## src/rtl/i2c_reg_sequencer_if.sv

```systemverilog
// Command/response and byte-controller signal bundle for the register sequencer.
// The master side is the sequencer itself; the slave side is its environment.
interface i2c_reg_sequencer_if;
  logic        cmd_valid;
  logic        cmd_ready;
  logic        cmd_read;
  logic [6:0]  cmd_dev;
  logic [7:0]  cmd_reg;
  logic [1:0]  cmd_len;
  logic [31:0] cmd_wdata;
  logic        rsp_valid;
  logic        rsp_err;
  logic [31:0] rsp_rdata;
  logic        ctl_start;
  logic        ctl_stop;
  logic        ctl_rwbit;
  logic [6:0]  ctl_periph;
  logic [7:0]  ctl_tx;
  logic        ctl_busy;
  logic        ctl_loading;
  logic        ctl_starting;
  logic        ctl_nack;
  logic [7:0]  ctl_rx;

  modport master (
    input  cmd_valid, cmd_read, cmd_dev, cmd_reg, cmd_len, cmd_wdata,
    input  ctl_busy, ctl_loading, ctl_starting, ctl_nack, ctl_rx,
    output cmd_ready, rsp_valid, rsp_err, rsp_rdata,
    output ctl_start, ctl_stop, ctl_rwbit, ctl_periph, ctl_tx
  );

  modport slave (
    output cmd_valid, cmd_read, cmd_dev, cmd_reg, cmd_len, cmd_wdata,
    output ctl_busy, ctl_loading, ctl_starting, ctl_nack, ctl_rx,
    input  cmd_ready, rsp_valid, rsp_err, rsp_rdata,
    input  ctl_start, ctl_stop, ctl_rwbit, ctl_periph, ctl_tx
  );
endinterface

```

## src/rtl/i2c_reg_sequencer.sv

```systemverilog
// Expands one register-level read/write command into the byte-by-byte drive of
// the I2C byte controller and returns read data with an error flag.
module i2c_reg_sequencer #(
  parameter int unsigned TIMEOUT_CYCLES = 2_000_000
) (
  input  logic                clk,
  input  logic                rst_n,
  i2c_reg_sequencer_if.master bus
);
  localparam int unsigned CW = $clog2(TIMEOUT_CYCLES + 1);

  typedef enum logic [3:0] {
    S_IDLE, S_LAUNCH, S_ADDR_W, S_REG, S_WDATA, S_RESTART,
    S_ADDR_R, S_RDATA, S_DRAIN, S_FAIL, S_RESP
  } state_t;

  state_t        state_q;
  logic [11:0]   meta_q, sync_q;
  logic          loading_q, busy_q;
  logic [CW-1:0] cnt_q;
  logic          read_q, err_q;
  logic [1:0]    len_q, idx_q;
  logic [7:0]    reg_q;
  logic [31:0]   wdata_q, rdata_q;
  logic          cmd_ready_q, rsp_valid_q, rsp_err_q;
  logic [31:0]   rsp_rdata_q;
  logic          ctl_start_q, ctl_stop_q, ctl_rwbit_q;
  logic [6:0]    ctl_periph_q;
  logic [7:0]    ctl_tx_q;

  logic       busy_s, loading_s, starting_s, nack_s;
  logic [7:0] rx_s;
  logic       load_rise, busy_fall, expired, accept, active;
  logic [1:0] idx_inc;

  assign {busy_s, loading_s, starting_s, nack_s, rx_s} = sync_q;
  assign load_rise = loading_s & ~loading_q;
  assign busy_fall = busy_q & ~busy_s;
  assign expired   = (cnt_q == CW'(TIMEOUT_CYCLES));
  assign accept    = bus.cmd_valid & cmd_ready_q;
  assign idx_inc   = idx_q + 2'd1;
  // States in which the controller must still be busy on our behalf
  assign active    = state_q inside {S_LAUNCH, S_ADDR_W, S_REG, S_WDATA, S_RESTART, S_ADDR_R};

  always_ff @(posedge clk or negedge rst_n) begin
    if (!rst_n) begin
      state_q      <= S_IDLE;
      meta_q       <= '0;
      sync_q       <= '0;
      loading_q    <= 1'b0;
      busy_q       <= 1'b0;
      cnt_q        <= '0;
      read_q       <= 1'b0;
      err_q        <= 1'b0;
      len_q        <= '0;
      idx_q        <= '0;
      reg_q        <= '0;
      wdata_q      <= '0;
      rdata_q      <= '0;
      cmd_ready_q  <= 1'b1;
      rsp_valid_q  <= 1'b0;
      rsp_err_q    <= 1'b0;
      rsp_rdata_q  <= '0;
      ctl_start_q  <= 1'b0;
      ctl_stop_q   <= 1'b0;
      ctl_rwbit_q  <= 1'b0;
      ctl_periph_q <= '0;
      ctl_tx_q     <= '0;
    end else begin
      meta_q      <= {bus.ctl_busy, bus.ctl_loading, bus.ctl_starting, bus.ctl_nack, bus.ctl_rx};
      sync_q      <= meta_q;
      loading_q   <= loading_s;
      busy_q      <= busy_s;
      rsp_valid_q <= 1'b0;
      cmd_ready_q <= (state_q == S_IDLE) && !accept;
      if (state_q == S_IDLE || state_q == S_RESP || load_rise) cnt_q <= '0;
      else                                                      cnt_q <= cnt_q + 1'b1;

      if (active && busy_fall) begin
        err_q   <= 1'b1;
        cnt_q   <= '0;
        state_q <= S_RESP;
      end else if (active && expired) begin
        err_q       <= 1'b1;
        ctl_start_q <= 1'b0;
        ctl_stop_q  <= 1'b1;
        cnt_q       <= '0;
        state_q     <= S_FAIL;
      end else begin
        case (state_q)
          S_IDLE: if (accept) begin
            read_q       <= bus.cmd_read;
            len_q        <= bus.cmd_len;
            reg_q        <= bus.cmd_reg;
            wdata_q      <= bus.cmd_wdata;
            rdata_q      <= '0;
            idx_q        <= '0;
            err_q        <= 1'b0;
            ctl_periph_q <= bus.cmd_dev;
            ctl_rwbit_q  <= 1'b0;
            ctl_start_q  <= 1'b1;
            state_q      <= S_LAUNCH;
          end
          S_LAUNCH, S_RESTART: if (starting_s) begin
            ctl_start_q <= 1'b0;
            cnt_q       <= '0;
            state_q     <= (state_q == S_LAUNCH) ? S_ADDR_W : S_ADDR_R;
          end
          S_ADDR_W, S_REG, S_WDATA, S_ADDR_R: if (load_rise) begin
            if (nack_s) begin
              err_q       <= 1'b1;
              ctl_start_q <= 1'b0;
              ctl_stop_q  <= 1'b1;
              state_q     <= S_FAIL;
            end else if (state_q == S_ADDR_W) begin
              ctl_tx_q <= reg_q;
              state_q  <= S_REG;
            end else if (state_q == S_REG && read_q) begin
              ctl_rwbit_q <= 1'b1;
              ctl_start_q <= 1'b1;
              state_q     <= S_RESTART;
            end else if (state_q == S_REG) begin
              ctl_tx_q <= wdata_q[7:0];
              state_q  <= S_WDATA;
            end else if (state_q == S_ADDR_R) begin
              if (len_q == 2'd0) ctl_stop_q <= 1'b1;
              state_q <= S_RDATA;
            end else if (idx_q == len_q) begin
              ctl_stop_q <= 1'b1;
              state_q    <= S_DRAIN;
            end else begin
              idx_q    <= idx_inc;
              ctl_tx_q <= wdata_q[{idx_inc, 3'b000} +: 8];
            end
          end
          S_RDATA: begin
            // The last byte has no load window; it is taken as the bus goes idle
            if (busy_fall) begin
              rdata_q[{len_q, 3'b000} +: 8] <= rx_s;
              cnt_q   <= '0;
              state_q <= S_RESP;
            end else if (expired) begin
              err_q       <= 1'b1;
              ctl_stop_q  <= 1'b1;
              cnt_q       <= '0;
              state_q     <= S_FAIL;
            end else if (load_rise && idx_q != len_q) begin
              rdata_q[{idx_q, 3'b000} +: 8] <= rx_s;
              idx_q <= idx_inc;
              if (idx_inc == len_q) ctl_stop_q <= 1'b1;
            end
          end
          S_DRAIN: if (!busy_s || expired) begin
            if (expired) err_q <= 1'b1;
            state_q <= S_RESP;
          end
          S_FAIL: if (!busy_s || expired) state_q <= S_RESP;
          S_RESP: begin
            rsp_valid_q <= 1'b1;
            rsp_err_q   <= err_q;
            rsp_rdata_q <= err_q ? 32'd0 : rdata_q;
            ctl_stop_q  <= 1'b0;
            ctl_rwbit_q <= 1'b0;
            state_q     <= S_IDLE;
          end
          default: state_q <= S_IDLE;
        endcase
      end
    end
  end

  assign bus.cmd_ready  = cmd_ready_q;
  assign bus.rsp_valid  = rsp_valid_q;
  assign bus.rsp_err    = rsp_err_q;
  assign bus.rsp_rdata  = rsp_rdata_q;
  assign bus.ctl_start  = ctl_start_q;
  assign bus.ctl_stop   = ctl_stop_q;
  assign bus.ctl_rwbit  = ctl_rwbit_q;
  assign bus.ctl_periph = ctl_periph_q;
  assign bus.ctl_tx     = ctl_tx_q;
endmodule

```

## src/flat_wrapper.sv

```systemverilog
// flat-port wrapper written by rule: the top's interface ports become plain ports
module i2c_reg_sequencer_flat 
#(
  parameter int unsigned TIMEOUT_CYCLES = 2_000_000
)
  (clk, rst_n, bus_cmd_valid, bus_cmd_read, bus_cmd_dev, bus_cmd_reg, bus_cmd_len, bus_cmd_wdata, bus_ctl_busy, bus_ctl_loading, bus_ctl_starting, bus_ctl_nack, bus_ctl_rx, bus_cmd_ready, bus_rsp_valid, bus_rsp_err, bus_rsp_rdata, bus_ctl_start, bus_ctl_stop, bus_ctl_rwbit, bus_ctl_periph, bus_ctl_tx);
  i2c_reg_sequencer_if bus_i ();
  input  logic clk;
  input  logic rst_n;
  input wire logic [$bits(bus_i.cmd_valid)-1:0] bus_cmd_valid;
  input wire logic [$bits(bus_i.cmd_read)-1:0] bus_cmd_read;
  input wire logic [$bits(bus_i.cmd_dev)-1:0] bus_cmd_dev;
  input wire logic [$bits(bus_i.cmd_reg)-1:0] bus_cmd_reg;
  input wire logic [$bits(bus_i.cmd_len)-1:0] bus_cmd_len;
  input wire logic [$bits(bus_i.cmd_wdata)-1:0] bus_cmd_wdata;
  input wire logic [$bits(bus_i.ctl_busy)-1:0] bus_ctl_busy;
  input wire logic [$bits(bus_i.ctl_loading)-1:0] bus_ctl_loading;
  input wire logic [$bits(bus_i.ctl_starting)-1:0] bus_ctl_starting;
  input wire logic [$bits(bus_i.ctl_nack)-1:0] bus_ctl_nack;
  input wire logic [$bits(bus_i.ctl_rx)-1:0] bus_ctl_rx;
  output wire logic [$bits(bus_i.cmd_ready)-1:0] bus_cmd_ready;
  output wire logic [$bits(bus_i.rsp_valid)-1:0] bus_rsp_valid;
  output wire logic [$bits(bus_i.rsp_err)-1:0] bus_rsp_err;
  output wire logic [$bits(bus_i.rsp_rdata)-1:0] bus_rsp_rdata;
  output wire logic [$bits(bus_i.ctl_start)-1:0] bus_ctl_start;
  output wire logic [$bits(bus_i.ctl_stop)-1:0] bus_ctl_stop;
  output wire logic [$bits(bus_i.ctl_rwbit)-1:0] bus_ctl_rwbit;
  output wire logic [$bits(bus_i.ctl_periph)-1:0] bus_ctl_periph;
  output wire logic [$bits(bus_i.ctl_tx)-1:0] bus_ctl_tx;
  assign bus_i.cmd_valid = bus_cmd_valid;
  assign bus_i.cmd_read = bus_cmd_read;
  assign bus_i.cmd_dev = bus_cmd_dev;
  assign bus_i.cmd_reg = bus_cmd_reg;
  assign bus_i.cmd_len = bus_cmd_len;
  assign bus_i.cmd_wdata = bus_cmd_wdata;
  assign bus_i.ctl_busy = bus_ctl_busy;
  assign bus_i.ctl_loading = bus_ctl_loading;
  assign bus_i.ctl_starting = bus_ctl_starting;
  assign bus_i.ctl_nack = bus_ctl_nack;
  assign bus_i.ctl_rx = bus_ctl_rx;
  assign bus_cmd_ready = bus_i.cmd_ready;
  assign bus_rsp_valid = bus_i.rsp_valid;
  assign bus_rsp_err = bus_i.rsp_err;
  assign bus_rsp_rdata = bus_i.rsp_rdata;
  assign bus_ctl_start = bus_i.ctl_start;
  assign bus_ctl_stop = bus_i.ctl_stop;
  assign bus_ctl_rwbit = bus_i.ctl_rwbit;
  assign bus_ctl_periph = bus_i.ctl_periph;
  assign bus_ctl_tx = bus_i.ctl_tx;
  i2c_reg_sequencer #(.TIMEOUT_CYCLES(TIMEOUT_CYCLES)) u_core (.clk(clk), .rst_n(rst_n), .bus(bus_i));
endmodule
```

## config.mk

```make
export PLATFORM = sky130hd
export DESIGN_NAME = i2c_reg_sequencer_flat
export DESIGN_NICKNAME = d
export VERILOG_FILES = /design/src/rtl/i2c_reg_sequencer_if.sv /design/src/rtl/i2c_reg_sequencer.sv /design/src/flat_wrapper.sv
export SDC_FILE = /design/constraint.sdc
export NUM_CORES = 1
export LEC_CHECK = 0
export ABC_AREA = 1
export CAP_MARGIN = 0
export CELL_PAD_IN_SITES_DETAIL_PLACEMENT = 1
export CELL_PAD_IN_SITES_GLOBAL_PLACEMENT = 1
export CORE_ASPECT_RATIO = 0.6
export CORE_MARGIN = 10
export CORE_UTILIZATION = 35
export CTS_BUF_LIST = sky130_fd_sc_hd__clkbuf_8
export DETAILED_ROUTE_END_ITERATION = 16
export PLACE_DENSITY = 0.67
export SYNTH_ARGS = -nofsm -noshare
export SYNTH_HDL_FRONTEND = slang
export SYNTH_SLANG_ARGS = --single-unit
```

## constraint.sdc

```tcl
create_clock -name clk -period 3 [get_ports clk]
set_clock_uncertainty 0.2 [all_clocks]
set_input_delay 0.6 -clock clk [delete_from_list [all_inputs] [get_ports clk]]
set_output_delay 0.6 -clock clk [all_outputs]
set_load 0.03 [all_outputs]
```

==> results of run 1 <==
-- routing by layer --
| metal | vias up | share of wire (%) |
|---|---|---|
| met1 | 3601 | 54 |
| met3 | 19 | 7.5 |
| met2 | 177 | 37 |
| met4 | 0 | 0.96 |
| met5 | - | 0 |
| li1 | 3451 | - |
-- what timing repair did --
item	4_1_cts	5_1_grt
hold endpoints to repair	57	0
hold buffers	1	0
setup buffers	0	0
-- kinds of logic (layout without fill, tap and decap cells) --
family / after synthesis / in the layout
AND/OR/NAND/NOR: 468 / 468
flip-flops: 182 / 182
AO/OA/AOI/OAI: 139 / 139
buffers and inverters: 107 / 247
multiplexers: 38 / 38
XOR/XNOR: 19 / 19
adder cells (fa/ha/maj): 10 / 10
other: 0 / 1
-- report_power, final --
group          internal, mW  switching (mW)
registers              2.94           0.343
clock network         0.914           0.978
logic                  1.32            2.53
-- metrics by stage --
step / cell area [um^2] / power [mW] / setup WS [ns] / hold slack, ns
after detailed placement: 10300 / 7.17 / 0.516 / 0.136
after global routing: 10800 / 9.72 / 0.285 / 0.157
after global placement: 10300 / 7.10 / 0.587 / 0.133
after floorplan: 8740 / 5.84 / 0.711 / 0.104
after CTS: 10800 / 9.09 / 0.420 / 0.155
final: 10800 / 9.03 / 0.465 / 0.152
-- layout by cell type, fill, tap and decap left out, drive strengths merged, types with 33 or more instances in the layout --
master	count
nand2	235
dfrtp	181
clkdlybuf4s50	116
nor2	106
inv	85
nand3	73
o21ai	60
mux2	38
nor3	36
a21oi	33
-- final timing paths --
path,from,cells after the start,slack (ns),endpoint
setup / recovery,u_core.bus.cmd_ready,1,0.46,bus_cmd_ready
hold / removal,u_core.meta_q[2],0,0.15,u_core.sync_q[2]
setup reg to reg,u_core.idx_q[1],8,0.47,u_core.rdata_q[20]
hold reg to reg,u_core.meta_q[2],0,0.15,u_core.sync_q[2]
max in group asynchronous,rst_n,3,1.39,u_core.bus.cmd_ready
min in group asynchronous,rst_n,2,0.45,u_core.bus.ctl_periph[4]
-- sequential cells by signal (all words and copies together), names as in the netlist, 2 cells and up --
register and cells:
u_core.sync_q 12, u_core.reg_q 8, u_core.meta_q 12, u_core.state_q 4, u_core.cnt_q 21, u_core.rdata_q 32
u_core.bus.rsp_rdata 32, u_core.bus.ctl_tx 8, u_core.wdata_q 32, u_core.bus.ctl_periph 7, u_core.len_q 2, u_core.idx_q 2
-- area by class of cell --
type	count	area share, %
Clock inverter	15	1.88
Antenna cell	1	0.0232
Tap cell	322	3.73
Multi-Input combinational cell	674	34.6
Timing Repair Buffer	134	12.5
Sequential cell	182	42.2
Inverter	81	2.82
Clock buffer	17	2.17
==> impl_metrics.ini, run 1 <==
[critical_path]
cp_slowest_cell = clkdlybuf4s50_1
path_class = reg2out
required_ns = 2.20
critPathCaptureType = primary output
max_stage_delay_ns = 0.67
crit_path_cell_trace = clkdlybuf4s50_1
crit_buf_inv = 1
cp_max_fo = 2
critPathTopFamily = buffers and inverters
worstPathArrival_ns = 1.74
start_kind = flip-flop

[clock_tree]
cts_resized = 0
cts_tree = done
clock-sinks = 182
ctsRootBufferMaster = clkbuf_8
numCtsBuffers = 17
clkSlewWorstSetupHoldPaths_ns = 0.10
clock_latency_ns = 0.51
htreeDepth = 4
clock_path_buffers = 2

[detailed_routing]
drc_errors = 0
final_antenna_net_count = 0
num_vias = 7248
wl_per_cell_um = 19.0
routed_wl_mm = 27.1
dr.pass1.iters = 4
viasPerCell = 5.08
initialDrtViolationCount = 575

[finish]
area_growth_pct = 23.5
n_fill_cell = 2841
seq_area_um2 = 4560
multi_input_area_um2 = 3740
final_cells = 1426
nets = 1165
drive_above_1_share_pct = 14.1
final_util_pct = 44.2

[global_routing]
track_usage_pct = 17.5
antenna_found_initial = 1
met3_usage_pct = 6.59
overflow = 0
grt_pass1_vias = 7565
met2_usage_pct = 21.8
grtUsageMet1_pct = 27.0
globalRoute.busiestLayer = met1
grt_start_max_net_pins = 63
grt_pass1_wl_mm = 43.7

[synth]
avgSynthCellArea_um2 = 9.07
yosysMostFrequentCell = nand2_1
synth_top_family_by_area = simple AND/OR/NAND/NOR gates
synth.area.mux_share_pct = 4.90
synth_edf_count = 0
synth.top_cell.area_share_pct = 51.8
synthTopCellsByCount = nand2_1 (226), dfrtp_1 (181), nor2_1 (93)
synth_seq_area_share_pct = 52.1
synth_nets = 1038
synth_compound_area_share_pct = 9.74
ys.flop_type = dfrtp_1
yosysTopAreaCell = dfrtp_1
synthArstFlopShare_pct = 100
synth_area_leaders = dfrtp_1 (52%), nand2_1 (9.7%), mux2_2 (4.9%)
synth_fa_ha_area_share_pct = 1.43
yosys.cell_types.count = 37
synth-simple-area-share_pct = 24.8
synthXorXnorAreaFrac_pct = 1.90
yosys_warnings = 0
synth_seq_cells = 182
syn_area_um2 = 8740
syn-instance-count = 963

[hold_path]
holdCritPathClass = reg2reg

[power]
power.density_nw_per_um2 = 837
power.leakage_nw = 5.01
vdd_drop_max_v = 0.000405

[die]
design.core.area_um2 = 24400
dieWidth_um = 224
rows = 44
dieArea_um2 = 31900
start_util_pct = 35.8
ios = 118
die_y_um = 142

[sta]
final_max_slew_viol_count = 0
slew_headroom_pct = 57.0
period_minus_slack_ns = 2.54
finalHoldViolations = 0
tns_ns = 0
rsz0062_at_grt = no
worstMarginPinSlew_ns = 0.645
fin_crit_sh_pct = 84.5
maxClockFrequency_mhz = 394
setup_violations = 0

[placed_design]
dpl.hpwl_mm = 20.6
numPortBuffers = 117
gp_congestion = 0.879
numPlacedInstances = 1392

[status]
status = finished clean

[job]
cap_violations = 0
(Power assumes the default switching activity.)
==> run 2: changes to the inputs <==
Settings changed: PLACE_DENSITY 0.67 to 0.7.
Clock period 3 ns to 2.05 ns, I/O delays scaled along.
==> impl_metrics.ini, run 2 (synthesized netlist as in run 1, its figures left out) <==
[finish]
area_growth_pct = 42.0
final_util_pct = 50.9
mostFrequentLayoutCell = nand2_1
drive_above_1_share_pct = 31.0
final_cell_mix = nand2_1 (197), dfrtp_1 (176), buf_4 (138), nor2_1 (76), clkdlybuf4s50_1 (63)
n_fill_cell = 2819
nets = 1311

[detailed_routing]
routed_wl_mm = 30.3
dr.pass1.iters = 5
drc_errors = 0
num_vias = 7980
viasPerCell = 5.07
wl_per_cell_um = 19.3
initialDrtViolationCount = 573
final_antenna_net_count = 0

[critical_path]
worstPathArrival_ns = 2.26
worstRegToRegCells = 11
cp_slowest_cell = dfrtp_2
required_ns = 2.24
r2r_end = u_core.state_q[2]
critPathTopFamily = simple AND/OR/NAND/NOR gates
crit_path_cell_trace = nor2_4 -> buf_4 -> nand2_2 -> nand2_4 -> nand2_1 -> inv_1 -> nand2_1 -> nand4_1 -> nand2_1 -> nand3_1 -> nand2_1
r2r_slack_ns = -0.02
r2r_start = u_core.state_q[3]
start_kind = flip-flop
cp_max_fo = 7
critPathCaptureType = flip-flop
path_class = reg2reg
max_stage_delay_ns = 0.49
crit_buf_inv = 2
cp_common_cell = nand2_1

[status]
status = complete, but fails checks
violations = setup timing

[clock_tree]
clock_latency_ns = 0.50
clock-sinks = 182
ctsRootBufferMaster = clkbuf_8
htreeDepth = 4
clkSlewWorstSetupHoldPaths_ns = 0.11
clock_path_buffers = 2
numCtsBuffers = 17
cts_tree = done

[sta]
hold-worst-slack_ns = 0.134
fin_crit_sh_pct = 101
rsz0062_at_grt = yes
setup_violations = 5
fin_ws_ns = -0.0202
slew_headroom_pct = 63.6
worstMarginPinSlew_ns = 0.547
tns_ns = -0.0422
period_minus_slack_ns = 2.07
finalHoldViolations = 0
maxClockFrequency_mhz = 483
final_max_slew_viol_count = 0

[die]
dieArea_um2 = 31900
design.core.area_um2 = 24400
ios = 118
dieWidth_um = 224
start_util_pct = 35.8
die_y_um = 142
rows = 44

[hold_path]
hold_end = u_core.meta_q[7]
min_from = bus_ctl_rx[7]
hold_depth = 1
holdCritPathClass = in2reg

[placed_design]
place_ws_ns = -0.192
gp_congestion = 0.875
numPortBuffers = 117
dpl.hpwl_mm = 22.3

[global_routing]
track_usage_pct = 18.3
grt_pass1_wl_mm = 45.7
overflow = 0
antenna_found_initial = 2
grt_pass1_vias = 8087
grt_start_max_net_pins = 58

[power]
vdd_drop_max_v = 0.000565
power.leakage_nw = 6.02
fin_total_pwr_mw = 15.2
power.density_nw_per_um2 = 1230

[job]
cap_violations = 0
-- run 2: changes by cell type in the layout (fill, tap and decap cells not counted), moves of 10 or more --
cell,delta
dlygate4sd2_1,+52
nand2_4,+10
nand3_1,-12
clkdlybuf4s50_1,-53
nand2_1,-28
o21ai_1,+13
nor2_1,-17
o21ai_0,-17
buf_4,+126
nand2_2,+18
-- run 2: metrics by stage --
step / cell area [um^2] / std cells
after floorplan: 8750 / 963
after global placement: 11300 / 1506
after detailed placement: 11300 / 1506
after CTS: 11800 / 1544
after global routing: 12400 / 1571
final: 12400 / 1573
-- run 2: area by class of cell --
type	instances	area, um^2	area share [%]
sequential	182	4560	36.8
antenna	2	5.00	0.0403
timing repair buffer	279	2540	20.5
clock buffer	17	234	1.89
tap	322	403	3.25
inverter	81	312	2.51
multi-input combinational	675	4200	33.9
clock inverter	15	150	1.21
-- run 2: how the worst max path moves through the flow --
stage	cells after the start	slack (ns)	startpoint	to
floorplan	11	0.01	u_core.idx_q[0]	u_core.rdata_q[28]
global placement	10	-0.14	bus_cmd_valid	u_core.bus.ctl_start
detailed placement	10	-0.19	bus_cmd_valid	u_core.bus.ctl_start
CTS	10	0.004	u_core.idx_q[0]	u_core.rdata_q[27]
global route	11	-0.12	u_core.state_q[3]	u_core.state_q[2]
finish	11	-0.02	u_core.state_q[3]	u_core.state_q[2]
-- run 2: repair_timing --
| action | in CTS | in global routing |
|---|---|---|
| gates cloned | 0 | 4 |
| hold buffers | 1 | 0 |
| endpoints found under the hold margin | 45 | 0 |
| resized for setup | 83 | 117 |
| pin swaps | 3 | 40 |
| buffers inserted | 5 | 24 |
| endpoints found under the setup margin | 129 | 111 |
-- run 2: worst reg2reg max path, stage by stage (launching register included) --
cell	delay, ns
dfrtp_2	0.49
nor2_4	0.17
buf_4	0.14
nand2_2	0.07
nand2_4	0.15
nand2_1	0.12
inv_1	0.08
nand2_1	0.09
nand4_1	0.11
nand2_1	0.14
nand3_1	0.15
nand2_1	0.07
-- run 2: power breakdown --
| group | internal, mW | switching (mW) | total (mW) |
|---|---|---|---|
| combinational | 3.30 | 4.72 | 8.01 |
| clock | 0.985 | 1.45 | 2.44 |
| sequential | 4.31 | 0.469 | 4.78 |
| total | 8.59 | 6.64 | 15.2 |
-- run 2: per-layer routing --
| layer | wire [um] | track usage (%) |
|---|---|---|
| met1 | 15500 | 26.9 |
| met2 | 12400 | 25.3 |
| met3 | 2080 | 5.66 |
| met4 | 291 | 4.10 |
| met5 | 0 | 0 |
==> run 3: changes to the inputs <==
--- a/config.mk
+++ b/config.mk
@@ -7,4 +7,5 @@
 export LEC_CHECK = 0
 export ABC_AREA = 1
+export ABC_CLOCK_PERIOD_IN_PS = 2050
 export CAP_MARGIN = 0
 export CELL_PAD_IN_SITES_DETAIL_PLACEMENT = 1
--- a/constraint.sdc
+++ b/constraint.sdc
@@ -3,3 +3,3 @@
 set_input_delay 0.41 -clock clk [delete_from_list [all_inputs] [get_ports clk]]
 set_output_delay 0.41 -clock clk [all_outputs]
-set_load 0.03 [all_outputs]
+set_load 0.1 [all_outputs]
==> impl_metrics.ini, run 3 (synthesized netlist as in run 1, its figures left out) <==
[status]
status = complete, but fails checks
violations = setup timing

[placed_design]
numPortBuffers = 117
dpl.hpwl_mm = 23.0
placed_cell_area_um2 = 11800
place_ws_ns = -0.192
gp_congestion = 0.910

[sta]
fin_crit_sh_pct = 105
maxClockFrequency_mhz = 466
period_minus_slack_ns = 2.14
hold-worst-slack_ns = 0.127
final_max_slew_viol_count = 0
slew_headroom_pct = 62.1
finalHoldViolations = 0
fin_ws_ns = -0.0945
rsz0062_at_grt = yes
worstMarginPinSlew_ns = 0.562
setup_violations = 32

[finish]
multi_input_area_um2 = 4290
area_growth_pct = 51.2
n_fill_cell = 2710
design_area_um2 = 13200
mostFrequentLayoutCell = nand2_1
drive_above_1_share_pct = 35.1
final_cell_mix = nand2_1 (202), dfrtp_1 (175), buf_4 (124), nor2_1 (78), buf_12 (65)
seq_area_um2 = 4560
nets = 1309

[power]
power.density_nw_per_um2 = 1320
power.leakage_nw = 6.13
fin_total_pwr_mw = 17.4
vdd_drop_max_v = 0.000954

[critical_path]
cp_max_fo = 6
start_kind = flip-flop
worstRegToRegCells = 13
required_ns = 2.25
max_stage_delay_ns = 0.50
cp_slowest_cell = dfrtp_2
critPathCaptureType = flip-flop
path_class = reg2reg
worstPathArrival_ns = 2.34
crit_path_cell_trace = nor2_4 -> inv_2 -> nand2_4 -> o21ai_4 -> buf_6 -> nand2_8 -> inv_4 -> nor2_4 -> buf_4 -> buf_4 -> nand2_1 -> nand3_1 -> nand2_1

[die]
dieWidth_um = 224
dieArea_um2 = 31900
die_y_um = 142
ios = 118
design.core.area_um2 = 24400
start_util_pct = 35.8
rows = 44

[clock_tree]
clock_latency_ns = 0.51
htreeDepth = 4
ctsRootBufferMaster = clkbuf_8
clkSlewWorstSetupHoldPaths_ns = 0.10
clock_path_buffers = 2
numCtsBuffers = 17
cts_tree = done
clock-sinks = 182

[hold_path]
hold_depth = 1
holdCritPathClass = in2reg

[detailed_routing]
drc_errors = 0
initialDrtViolationCount = 623
num_vias = 8150
viasPerCell = 5.19
final_antenna_net_count = 0
wl_per_cell_um = 20.2
routed_wl_mm = 31.8
dr.pass1.iters = 5

[job]
cap_violations = 0

[global_routing]
track_usage_pct = 18.9
grt_start_max_net_pins = 51
grt_pass1_wl_mm = 47.1
antenna_found_initial = 1
grt_pass1_vias = 8314
overflow = 0
## run 3: cell types whose count changed in the layout (fill, tap and decap cells not counted), sizes merged
cell           before  now
buf               159  206
bufinv              1    2
clkbuf             20   25
clkdlybuf4s15       1    0
clkinv              6    7
clkinvlp            4    2
diode               2    1
dlygate4sd2        52    0
inv                85   84
## run 3: cell type report
class / count / share of cell area [%]
Inverter: 81 / 2.40
Multi-Input combinational cell: 675 / 32.5
Clock buffer: 18 / 1.88
Timing Repair Buffer: 277 / 24.5
Sequential cell: 182 / 34.5
Clock inverter: 14 / 1.16
Antenna cell: 1 / 0.0189
Tap cell: 322 / 3.05
## run 3: timing repair
| action | CTS | global route |
|---|---|---|
| gates cloned | 0 | 9 |
| resized for setup | 26 | 136 |
| endpoints found under the setup margin | 65 | 107 |
| endpoints found under the hold margin | 41 | 0 |
| hold buffers | 1 | 0 |
| pin swaps | 5 | 32 |
| setup buffers | 10 | 19 |
## run 3: path summary, 6_finish.rpt
kind / startpoint / to / slack, ns
worst max-delay path: u_core.state_q[1] / u_core.state_q[3] / -0.09
worst min-delay path: bus_ctl_rx[7] / u_core.meta_q[7] / 0.13
worst max register to register: u_core.state_q[1] / u_core.state_q[3] / -0.09
worst min register to register: u_core.meta_q[2] / u_core.sync_q[2] / 0.15
max in group asynchronous: rst_n / u_core.bus.ctl_tx[6] / 0.77
min in group asynchronous: rst_n / u_core.reg_q[5] / 0.20
## run 3: worst max-delay path, delay by kind of cell (launching register included)
kind	cells	cell delay [ns]
and+or+nand+nor	7	0.73
DFF	1	0.50
AOI/OAI and AO/OA	1	0.09
buffers and inverters	5	0.53
## run 3: routing by layer
metal	up-vias	wire length [um]	global-route usage (%)
met2	240	13600	26.8
met4	0	269	3.96
met5	-	0	0
li1	3749	-	-
met1	4139	15600	27.2
met3	22	2260	6.19
## run 3: through the flow
stage,std cells,util [%],TNS (ns)
2_1_floorplan,963,-,0
3_3_place_gp,1498,48.2,-5.43
3_5_place_dp,1498,48.2,-11.01
4_1_cts,1541,50.6,-0.0830
5_1_grt,1569,54.2,-4.97
6_report,1570,54.2,-1.38
## run 3: where the power goes
part           switching, mW  total, mW  internal [mW]
Clock                   1.40       2.53           1.12
Combinational           5.95       10.0           4.05
Sequential             0.589       4.90           4.31
Total                   7.94       17.4           9.48
